### src/rtl/ascon_stream_fifo.sv
// rtl/ascon_stream_fifo.sv - parameterised valid/ready FIFO with optional fall-through and status flags
module ascon_stream_fifo #(
    parameter int DATA_WIDTH      = 64,
    parameter int DEPTH           = 4,
    parameter int FALL_THROUGH    = 0,
    parameter int ALMOST_FULL_TH  = DEPTH - 1,
    parameter int ALMOST_EMPTY_TH = 1
) (
    input  logic                         clk,
    input  logic                         rst,
    input  logic                         flush_i,
    input  logic                         valid_i,
    output logic                         ready_o,
    input  logic [DATA_WIDTH-1:0]        data_i,
    output logic                         valid_o,
    input  logic                         ready_i,
    output logic [DATA_WIDTH-1:0]        data_o,
    output logic [$clog2(DEPTH+1)-1:0]   usage_o,
    output logic                         full_o,
    output logic                         empty_o,
    output logic                         almost_full_o,
    output logic                         almost_empty_o,
    output logic                         overflow_o
);

    localparam int PTR_W = (DEPTH > 1) ? $clog2(DEPTH) : 1;
    localparam int USE_W = $clog2(DEPTH + 1);

    localparam logic [USE_W-1:0] DEPTH_U   = USE_W'(DEPTH);
    localparam logic [PTR_W-1:0] LAST_PTR  = PTR_W'(DEPTH - 1);
    localparam logic [31:0]      AF_TH     = ALMOST_FULL_TH;
    localparam logic [31:0]      AE_TH     = ALMOST_EMPTY_TH;
    localparam bit               FT        = (FALL_THROUGH != 0);

    logic [DATA_WIDTH-1:0] mem [0:DEPTH-1];
    logic [PTR_W-1:0]      wr_ptr;
    logic [PTR_W-1:0]      rd_ptr;
    logic [USE_W-1:0]      usage;
    logic                  overflow;

    logic bypass_sel;
    logic push;
    logic pop;
    logic wr_en;
    logic rd_en;

    // Pointers wrap explicitly so non-power-of-two depths work.
    function automatic logic [PTR_W-1:0] next_ptr(input logic [PTR_W-1:0] p);
        return (p == LAST_PTR) ? '0 : p + PTR_W'(1);
    endfunction

    // Status is decoded purely from the registered count, so ready_o never sees ready_i.
    assign usage_o        = usage;
    assign full_o         = (usage == DEPTH_U);
    assign empty_o        = (usage == '0);
    assign almost_full_o  = (32'(usage) >= AF_TH);
    assign almost_empty_o = (32'(usage) <= AE_TH);
    assign ready_o        = !full_o;
    assign overflow_o     = overflow;

    // When empty in fall-through mode the input is presented directly at the output.
    assign bypass_sel = FT && empty_o;
    assign valid_o    = bypass_sel ? valid_i : !empty_o;
    assign data_o     = bypass_sel ? data_i : (empty_o ? '0 : mem[rd_ptr]);

    // A bypassed word taken by the consumer in the same cycle never touches storage.
    assign push  = valid_i && ready_o;
    assign pop   = valid_o && ready_i;
    assign wr_en = push && !(bypass_sel && ready_i);
    assign rd_en = pop && !empty_o;

    // Pointer and occupancy bookkeeping; flush overrides any same-cycle transfer.
    always_ff @(posedge clk or posedge rst) begin
        if (rst) begin
            wr_ptr <= '0;
            rd_ptr <= '0;
            usage  <= '0;
        end else if (flush_i) begin
            wr_ptr <= '0;
            rd_ptr <= '0;
            usage  <= '0;
        end else begin
            if (wr_en) begin
                wr_ptr <= next_ptr(wr_ptr);
            end
            if (rd_en) begin
                rd_ptr <= next_ptr(rd_ptr);
            end
            case ({wr_en, rd_en})
                2'b10:   usage <= usage + USE_W'(1);
                2'b01:   usage <= usage - USE_W'(1);
                default: usage <= usage;
            endcase
        end
    end

    // Sticky record of a producer offering data while the FIFO was full.
    always_ff @(posedge clk or posedge rst) begin
        if (rst) begin
            overflow <= 1'b0;
        end else if (flush_i) begin
            overflow <= 1'b0;
        end else if (valid_i && !ready_o) begin
            overflow <= 1'b1;
        end
    end

    // Payload storage is left unreset; only the pointers define what is valid.
    always_ff @(posedge clk) begin
        if (wr_en && !flush_i) begin
            mem[wr_ptr] <= data_i;
        end
    end

endmodule

### config.mk
export PLATFORM = sky130hd
export DESIGN_NAME = ascon_stream_fifo
export DESIGN_NICKNAME = d
export VERILOG_FILES = /design/src/rtl/ascon_stream_fifo.sv
export SDC_FILE = /design/constraint.sdc
export NUM_CORES = 1
export LEC_CHECK = 0
export ABC_AREA = 1
export BUFFER_PORTS_ARGS = -buffer_cell sky130_fd_sc_hd__buf_4
export CORE_MARGIN = 2
export CORE_UTILIZATION = 57
export DETAILED_ROUTE_END_ITERATION = 7
export GPL_TIMING_DRIVEN = 0
export PLACE_DENSITY = 0.82
export REMOVE_ABC_BUFFERS = 1
export SLEW_MARGIN = 5
export SYNTH_ARGS = -nofsm -noshare
export SYNTH_HDL_FRONTEND = slang
export SYNTH_SLANG_ARGS = --single-unit
### constraint.sdc
create_clock -name clk -period 5.4 [get_ports clk]
set_input_delay 0 -clock clk [delete_from_list [all_inputs] [get_ports clk]]
set_output_delay 0 -clock clk [all_outputs]
set_load 0.005 [all_outputs]
== Word-level counts from Yosys, hierarchy flattened ==
Memory sizes are Yosys's and may differ from the RTL's.
Cells that the tools add are included.

* Input port bits: 69
* Logic and storage cells: 42
* Memory bits (writable): 256
* Register bits after elaboration: 8
* Output and inout bits: 74
* Memories kept: 1

{| class="wikitable"
|+ Memories
! memory !! depth !! width !! read ports !! clocked after Yosys merged registers in !! wr ports !! line !! RTL
|-
| mem || 4 || 64 || 1 || 0 || 1 || 35 || <nowiki>logic [DATA_WIDTH-1:0] mem [0:DEPTH-1];</nowiki>
|}

* $lt $le $gt $ge: 2
* Equal/unequal tests: 5
* Reduce and logical (&&, ||, !) cells: 13
* $add $sub $neg: 4
* Mux-type cells: 13

{| class="wikitable"
|+ Operator list
! operator !! number
|-
| $mux W64 || 1
|-
| $mux W2 || 6
|-
| $eq A2 B2 Y1 const B || 3
|-
| $pmux W3 S2 || 1
|-
| $reduce_bool A2 Y1 || 3
|-
| $logic_and A1 B1 Y1 || 5
|-
| $add A2 B1 Y2 const B || 2
|-
| $mux W1 || 4
|-
| $add A3 B1 Y3 const B || 1
|-
| $eq A3 B3 Y1 const B || 1
|-
| $ge A3 B2 Y1 const B || 1
|-
| $le A3 B1 Y1 const B || 1
|-
| $logic_not A1 Y1 || 3
|-
| $logic_not A3 Y1 || 1
|-
| $mux W3 || 1
|-
| $reduce_bool A3 Y1 || 1
|-
| $sub A3 B1 Y3 const B || 1
|-
| $eq A2 B1 Y1 const B || 1
|}

== Logic depth before layout (Yosys ltp) ==
Gate-level depths: netlist of run 1.

* Depth in word-level cells: 7
* Depth in mapped cells: 9

== Worst setup path before layout of run 1 ==
OpenSTA, ideal clock, no wires.

* Path kind: register -> register
* Start point: register usage[0], in the netlist usage_o[0]
* End point: memory mem[0][0], enable pin
* Path buffers: 0
* Clock period less this slack: 4.267 ns
* Stages on the path, launching flop included: 8
* Data arrival time: 3.781 ns
* Setup time: 0.486 ns
* Slack: 1.133 ns
* Cells stage by stage: dfrtp_1 > inv_1 > ha_1 > nand2_2 > nand2_2 > inv_1 > nand2_1 > nor2_1

* Longest elaborated chain between the ends: 6

{| class="wikitable"
|+ RTL lines
! item !! line !! RTL
|-
| from (decl) || 38 || <nowiki>logic [USE_W-1:0] usage;</nowiki>
|-
| from (signal assigned) || 90 || <nowiki>2'b10: usage <= usage + USE_W'(1);</nowiki>
|-
| from (signal assigned) || 91 || <nowiki>2'b01: usage <= usage - USE_W'(1);</nowiki>
|-
| from (signal assigned) || 92 || <nowiki>default: usage <= usage;</nowiki>
|-
| $eq A3 B3 Y1 || 54 || <nowiki>assign full_o = (usage == DEPTH_U);</nowiki>
|-
| $logic_not A1 Y1 || 58 || <nowiki>assign ready_o = !full_o;</nowiki>
|-
| named net ready_o || 13 || <nowiki>output logic ready_o,</nowiki>
|-
| $logic_and A1 B1 Y1 || 67 || <nowiki>assign push = valid_i && ready_o;</nowiki>
|-
| $logic_and A1 B1 Y1 || 110 || <nowiki>if (wr_en && !flush_i) begin</nowiki>
|-
| $mux W1 || 110 ||
|-
| $mux W1 (implied by the code) || 111 || <nowiki>mem[wr_ptr] <= data_i;</nowiki>
|-
| to (decl) || 35 ||
|}

The timed path passes the listed nets, and every way through them passes these cells.

== Worst setup path in the final report of run 1 ==
* Start point: register usage[0], in the netlist usage_o[0]
* End point: register usage[2], in the netlist usage_o[2]

* Longest elaborated chain between the ends: 7
* Elaborated cells on any way between the ends: 14

{| class="wikitable"
|+ RTL lines
! item !! line !! RTL
|-
| $logic_not A3 Y1 || 55 || <nowiki>assign empty_o = (usage == '0);</nowiki>
|-
| $logic_not A1 Y1 || 63, 70 ||
|-
| $logic_and A1 B1 Y1 || 68 || <nowiki>assign pop = valid_o && ready_i;</nowiki>
|-
| $logic_and A1 B1 Y1 || 70 || <nowiki>assign rd_en = pop && !empty_o;</nowiki>
|-
| $eq A2 B1 Y1 / $eq A2 B2 Y1 (equally long branches) || 89 || <nowiki>case ({wr_en, rd_en})</nowiki>
|-
| $pmux W3 S2 || 89 ||
|-
| $mux W3 || 78 || <nowiki>end else if (flush_i) begin</nowiki>
|}

Parallel ways exist; a longest one is shown, timed or not.
A chain may end at the register's enable or synchronous reset.

==> run metrics, run 1 <==
drt wl/cell approximately 18 um; via count just over 7000; Non-Filler Instances around 1300; Seq cells post-synth 264; Crit. End Element register; Required @ worst endpoint 5.80 ns; maximum vdd drop 0.5021 mV; io pins between 100 and 150; fmax 318.0 MHz; pwr dens 453.7 mW/mm2; Rel. slew slack 38.85%; detailed-route wire length 22.71 mm; dominant cells by area after synthesis edfxtp_1 73%, nor2_1 9.4%, o21ai_0 5.6%; unrepaired setup endpoints after global routing false; die height 139.5 um; final-report hold violation count 0; gpl congestion between 0.7 and 0.8; share of the synthesized area in the top cell type approximately 73%; CTS tree built; total CTS buffers 25; Die Width between 100 and 150 um; initial antenna violation count 0; Max-cap violations 0; most common cell after layout, fill and taps aside nor2_1; leak pwr approximately 4.9 nW; H-tree depth 1; sequential share of the synthesized area between 70% and 80%; clock root buffer clkbuf_16; Starting Density 58.26%; Mapped Avg Cell Area 12.58 um2; Worst Setup Path Type register to register; synthesized instance count 832; commonest non-fill, non-tap cells in the layout 258 x nor2_1, 256 x edfxtp_1, 142 x buf_4; pre-CTS WS about 2.8 ns; Routed Antenna Nets 0; CP max FO 5; die area approximately 0.019 mm2; fin util ~74%; layout cell share with drive strength beyond 1 19.28%; fin crit period ~3.1 ns; Design Area, Final 0.01337 mm2; GR Overflow Total 0; DRC viols 0; Worst-Margin Slew about 0.92 ns; crit path DAT ~3.6 ns; HPWL after detailed placement 11.60 mm; core area 0.01796 mm2; clk slew on worst S/H paths approximately 0.07 ns; number of distinct library cells after synthesis 23; fin. max-slew vios 0; first-pass GRT wire length 35.49 mm; Iteration-0 DRC Markers 503; Syn Std Cell Area between 0.01 and 0.015 mm2; number of global-route vias before repair about 7000; fin crit share slightly below 60%; worst setup margin roughly 2.3 ns; GR Util All Layers roughly 23%; Avg Vias per Cell ~5.5; Max Buffers Root-to-Sink 3; ANT cells 0; CTS-repair resized insts 0; final setup TNS 0 ns; port buffer count around 140; YS warnings 0; worst hold-check path type input port to register; Cells after DPL 1164; kind of start point of the critical path register; postcts setup bufs 0; largest net degree at the start of global routing a little over 70; post-synth top area cell edfxtp_1; clk_skew ~0.018 ns; nets@finish between 1000 and 1500; First-pass DRT Iterations 5; Clock Sinks ~260; clock latency on the worst-skew pair about 0.52 ns; # setup viols final 0; Site Rows 49; P&R area growth vs syn 27.72%; placed cell area 0.01181 mm2; status finished clean
[worst max-delay path: stages, from the launching register on]
cell and delay (ns):
dfrtp_1 0.42, inv_1 0.13, ha_1 0.25, nand2_2 0.13, nand2_1 0.11, inv_1 0.09
nand3_1 0.08, dlygate4sd3_1 0.57, nand3_1 0.10, dlygate4sd3_1 0.57, nand2_1 0.05, dlygate4sd3_1 0.55
[Yosys cell counts (all sizes together)]
cell type,number
nand4,2
o21ai,133
a21oi,67
edfxtp,256
inv,18
clkinv,1
buf,33
ha,10
dfrtp,8
xnor2,1
nand3,8
nand2,15
nor3,1
nor2,262
o22ai,1
clkbuf,16
[area by class of cell]
cell class | instances | area [um2]
flip-flops and latches | 264 | 7895
well taps | 229 | 286.5
clock inverters | 17 | 187.7
inverters | 19 | 78.83
clock buffers | 28 | 636.9
fillers | 1101 | 4596
multi-input cells | 500 | 2278
repair buffers | 225 | 2004
[final timing paths]
kind | startpoint | to | slack, ns | depth (start not counted)
max | usage_o[0] | usage_o[2] | 2.26 | 11
min in group asynchronous | rst | overflow_o | 0.57 | 4
min reg2reg | usage_o[0] | usage_o[0] | 0.64 | 2
min | data_i[22] | mem[1][22] | 0.22 | 2
max in group asynchronous | rst | rd_ptr[0] | 4.54 | 4
max reg2reg | usage_o[0] | usage_o[2] | 2.26 | 11
[what timing repair did]
item | 4_1_cts | 5_1_grt
hold buffers | 73 | 0
endpoints found under the setup margin | 0 | 0
hold endpoints to repair | 272 | 0
[where the power goes]
part	internal (mW)	total, mW	leakage (nW)	switching, mW
combinational	0.805	1.80	2.05	0.991
clock	1.04	1.74	0.400	0.705
sequential	2.38	2.52	2.43	0.144
total	4.22	6.06	4.88	1.84
[cell families after synthesis]
kind of cell / Yosys count / synth area share [%]
xor+xnor: 1 / 0.08370
fa+ha+maj: 10 / 1.195
simple gates: 288 / 10.58
compound gates: 201 / 9.623
buf+inv: 68 / 3.156
flops: 264 / 75.36
[metal layers]
metal / routed length (um) / up-vias / GRT usage (%)
met4: 530 / 0 / 8.453
met1: 8719 / 3398 / 27.94
met2: 12010 / 255 / 41.69
met3: 1448 / 55 / 3.510
li1: - / 3348 / -
met5: 0 / - / 0
[through the flow]
step                      hold WS (ns)  power [mW]
after floorplan                -0.1843       3.357
after global placement        -0.02816       4.251
after detailed placement      -0.02563       4.284
after CTS                       0.2076       6.075
after global routing            0.2246       6.361
final                           0.2195       6.064
[sequential cells by signal, summed over array words and instances (netlist names)]
signal	flops
overflow_o	1
rd_ptr	2
mem	256
usage_o	3
wr_ptr	2
Note: power is estimated with default switching activity, not from simulation.
==> inputs of run 2 (changes only) <==
--- a/config.mk
+++ b/config.mk
@@ -8,10 +8,10 @@
 export ABC_AREA = 1
 export BUFFER_PORTS_ARGS = -buffer_cell sky130_fd_sc_hd__buf_4
 export CORE_MARGIN = 2
-export CORE_UTILIZATION = 57
+export CORE_UTILIZATION = 52
 export DETAILED_ROUTE_END_ITERATION = 7
 export GPL_TIMING_DRIVEN = 0
-export PLACE_DENSITY = 0.82
+export PLACE_DENSITY = 0.79
 export REMOVE_ABC_BUFFERS = 1
 export SLEW_MARGIN = 5
 export SYNTH_ARGS = -nofsm -noshare
==> constraint.sdc (replaced) <==
create_clock -name clk -period 2.7 [get_ports clk]
set_input_delay 0 -clock clk [delete_from_list [all_inputs] [get_ports clk]]
set_output_delay 0 -clock clk [all_outputs]
set_load 0.005 [all_outputs]
==> run 2 against run 1 <==
  * Critical path depth down 5
  * Non-clock buffer count up 3
  * Power up 100%
  * Critical endpoint is now data_o[1]
  * Largest cell class unchanged
  * Largest power group unchanged
==> run metrics, run 2 (synthesized netlist as in run 1, its figures left out) <==
status finished clean; nets@finish 1120 (+0.54%); port buffer count 142 (unchanged); H-tree depth 1 (unchanged); drt wl/cell 18.16 um (+2.5%); Largest Register mem; largest net degree at the start of global routing 72 (unchanged); clock root buffer clkbuf_16; clk slew on worst S/H paths 0.06 ns (about the same); clk_skew 0.01479 ns (-0.003098 ns); ANT cells 0 (unchanged); pwr dens 911.3 mW/mm2 (+100%); R2R Path End usage_o[2]; reg2reg setup slack 0.20 ns (-2.06 ns); P&R area growth vs syn 29.38%; Total Power 12.34 mW (+100%); Min-Delay Endpoint mem[0][45]; worst hold-check path type input port to register; GR Util All Layers 22.13% (-0.84 points); r2r startpoint usage_o[0]; First-pass DRT Iterations 7 (+2); Starting Density 53.43% (-4.8 points); first-pass GRT wire length 37.29 mm (+5.1%); Die Width 145.9 um (+4.6%); fin crit share a little over nine tenths; total CTS buffers 27 (+8.0%); kind of start point of the critical path register; hold_sp data_i[45]; P_sw 3.777 mW (+110%); Hold Path Depth 2 (unchanged); Non-Filler Instances 1324 (+3.3%); Cells after DPL 1200 (+3.1%); die height 145.9 um (+4.6%); Iteration-0 DRC Markers 596 (+18%); Max-cap violations 0 (unchanged); CTS tree built; gpl congestion 0.7524 (-0.96%); CP max FO 71 (+66); Worst Setup Path Type register to output port; Max Buffers Root-to-Sink 3 (unchanged); core area 0.01959 mm2 (+9.1%); Rel. slew slack 41.14% (+2.3 points); # setup viols final 0 (unchanged); Crit. End Element output port; commonest non-fill, non-tap cells in the layout 258 x nor2_1, 256 x edfxtp_1, 143 x buf_4; GR Overflow Total 0 (unchanged); die area 0.02128 mm2 (+9.3%); Site Rows 51 (+4.1%); fin crit period roughly 2.5 ns; clock latency on the worst-skew pair 0.52 ns (about the same); fmax 392.4 MHz; FF-to-FF path depth 10 (-1); Flop pwr share 40.0% (-1.6 points); Comb power frac 31.0% (+1.4 points); DRC viols 0 (unchanged); Avg Vias per Cell 5.380 (-2.3%); layout cell share with drive strength beyond 1 19.64% (+0.36 points); Int Pwr 8.563 mW (+100%); detailed-route wire length 24.05 mm (+5.9%); Layout fillers 1292 (+17%); final-report hold violation count 0 (unchanged); initial antenna violation count 0 (unchanged); Routed Antenna Nets 0 (unchanged); final setup TNS 0 ns (unchanged); Clock Sinks 264 (unchanged); Required @ worst endpoint 2.70 ns (-3.10 ns); clock share of power 29.0% (+0.2 points); Worst-Margin Slew 0.8829 ns (-0.03439 ns); final hold slack 0.2193 ns (-0.0001750 ns); crit path DAT 2.55 ns (-1.00 ns); unrepaired setup endpoints after global routing false; leak pwr 4.930 nW (+1.1%); io pins 143 (unchanged); fin util 69.13% (-5.3 points); most common cell after layout, fill and taps aside nor2_1; HPWL after detailed placement 12.00 mm (+3.5%); switching part of the total 30.61% (+0.25 points); via count 7123 (+0.95%); number of global-route vias before repair 7259 (+1.1%); max FFs per register 256 (unchanged); fin. max-slew vios 0 (unchanged); maximum vdd drop 0.7197 mV (+43%)
-- run 2: how the worst max path moves through the flow --
stage | start | end | slack [ns] | cells past startpoint
floorplan | usage_o[0] | mem[0][0] | -1.57 | 7
global placement | rd_ptr[0] | data_o[32] | -4.25 | 4
detailed placement | usage_o[0] | mem[1][33] | 0.04 | 8
CTS | usage_o[0] | mem[1][17] | 0.03 | 8
global route | rd_ptr[0] | data_o[1] | 0.02 | 6
finish | rd_ptr[0] | data_o[1] | 0.15 | 6
-- run 2: per-stage QoR --
| step | area (um2) | worst slack, ns |
|---|---|---|
| detailed placement | 11870 | 0.03828 |
| finish | 13540 | 0.1514 |
| floorplan | 10210 | -1.567 |
| global placement | 11600 | -4.252 |
| global route | 13540 | 0.01581 |
| CTS | 13500 | 0.03482 |
-- run 2: layout make-up --
class                   count  area (um2)  share of cell area (%)
multi-input cells         501        2287                   16.89
inverters                  19       95.09                  0.7022
clock buffers              38       757.0                   5.590
clock inverters             9       103.9                  0.7669
well taps                 265       331.6                   2.448
repair buffers            228        2072                   15.30
flip-flops and latches    264        7895                   58.30
-- run 2: per-layer routing --
metal	GRT usage (%)	share of wire, %	wire (um)	vias up
li1	-	-	-	3362
met5	0	0	0	-
met3	3.824	6.4	1536	39
met2	40.33	53	12730	248
met1	27.18	39	9421	3474
met4	6.275	1.5	360	0
-- run 2: worst max-delay path, cell delays in order (launching register included) --
cell,delay (ns)
dfrtp_4,0.61
buf_16,0.26
inv_16,0.23
buf_16,0.28
o21ai_0,0.13
a21oi_1,0.26
buf_4,0.17
-- run 2: timing repair --
| item | in CTS | in global routing |
|---|---|---|
| endpoints found under the hold margin | 272 | 0 |
| pin swaps | 0 | 1 |
| hold buffers | 72 | 0 |
| gates resized for setup | 3 | 3 |
| cloned | 0 | 1 |
| endpoints found under the setup margin | 64 | 66 |
| setup buffers | 2 | 2 |
-- run 2: power by group through the flow --
stage / logic [mW] / clock network (mW) / registers [mW]
4_1_cts: 3.76 / 3.64 / 4.96
2_1_floorplan: 1.61 / 0 / 5.10
3_3_place_gp: 3.26 / 0 / 5.25
6_report: 3.82 / 3.58 / 4.94
5_1_grt: 4.19 / 3.82 / 4.96
3_5_place_dp: 3.48 / 0 / 5.12
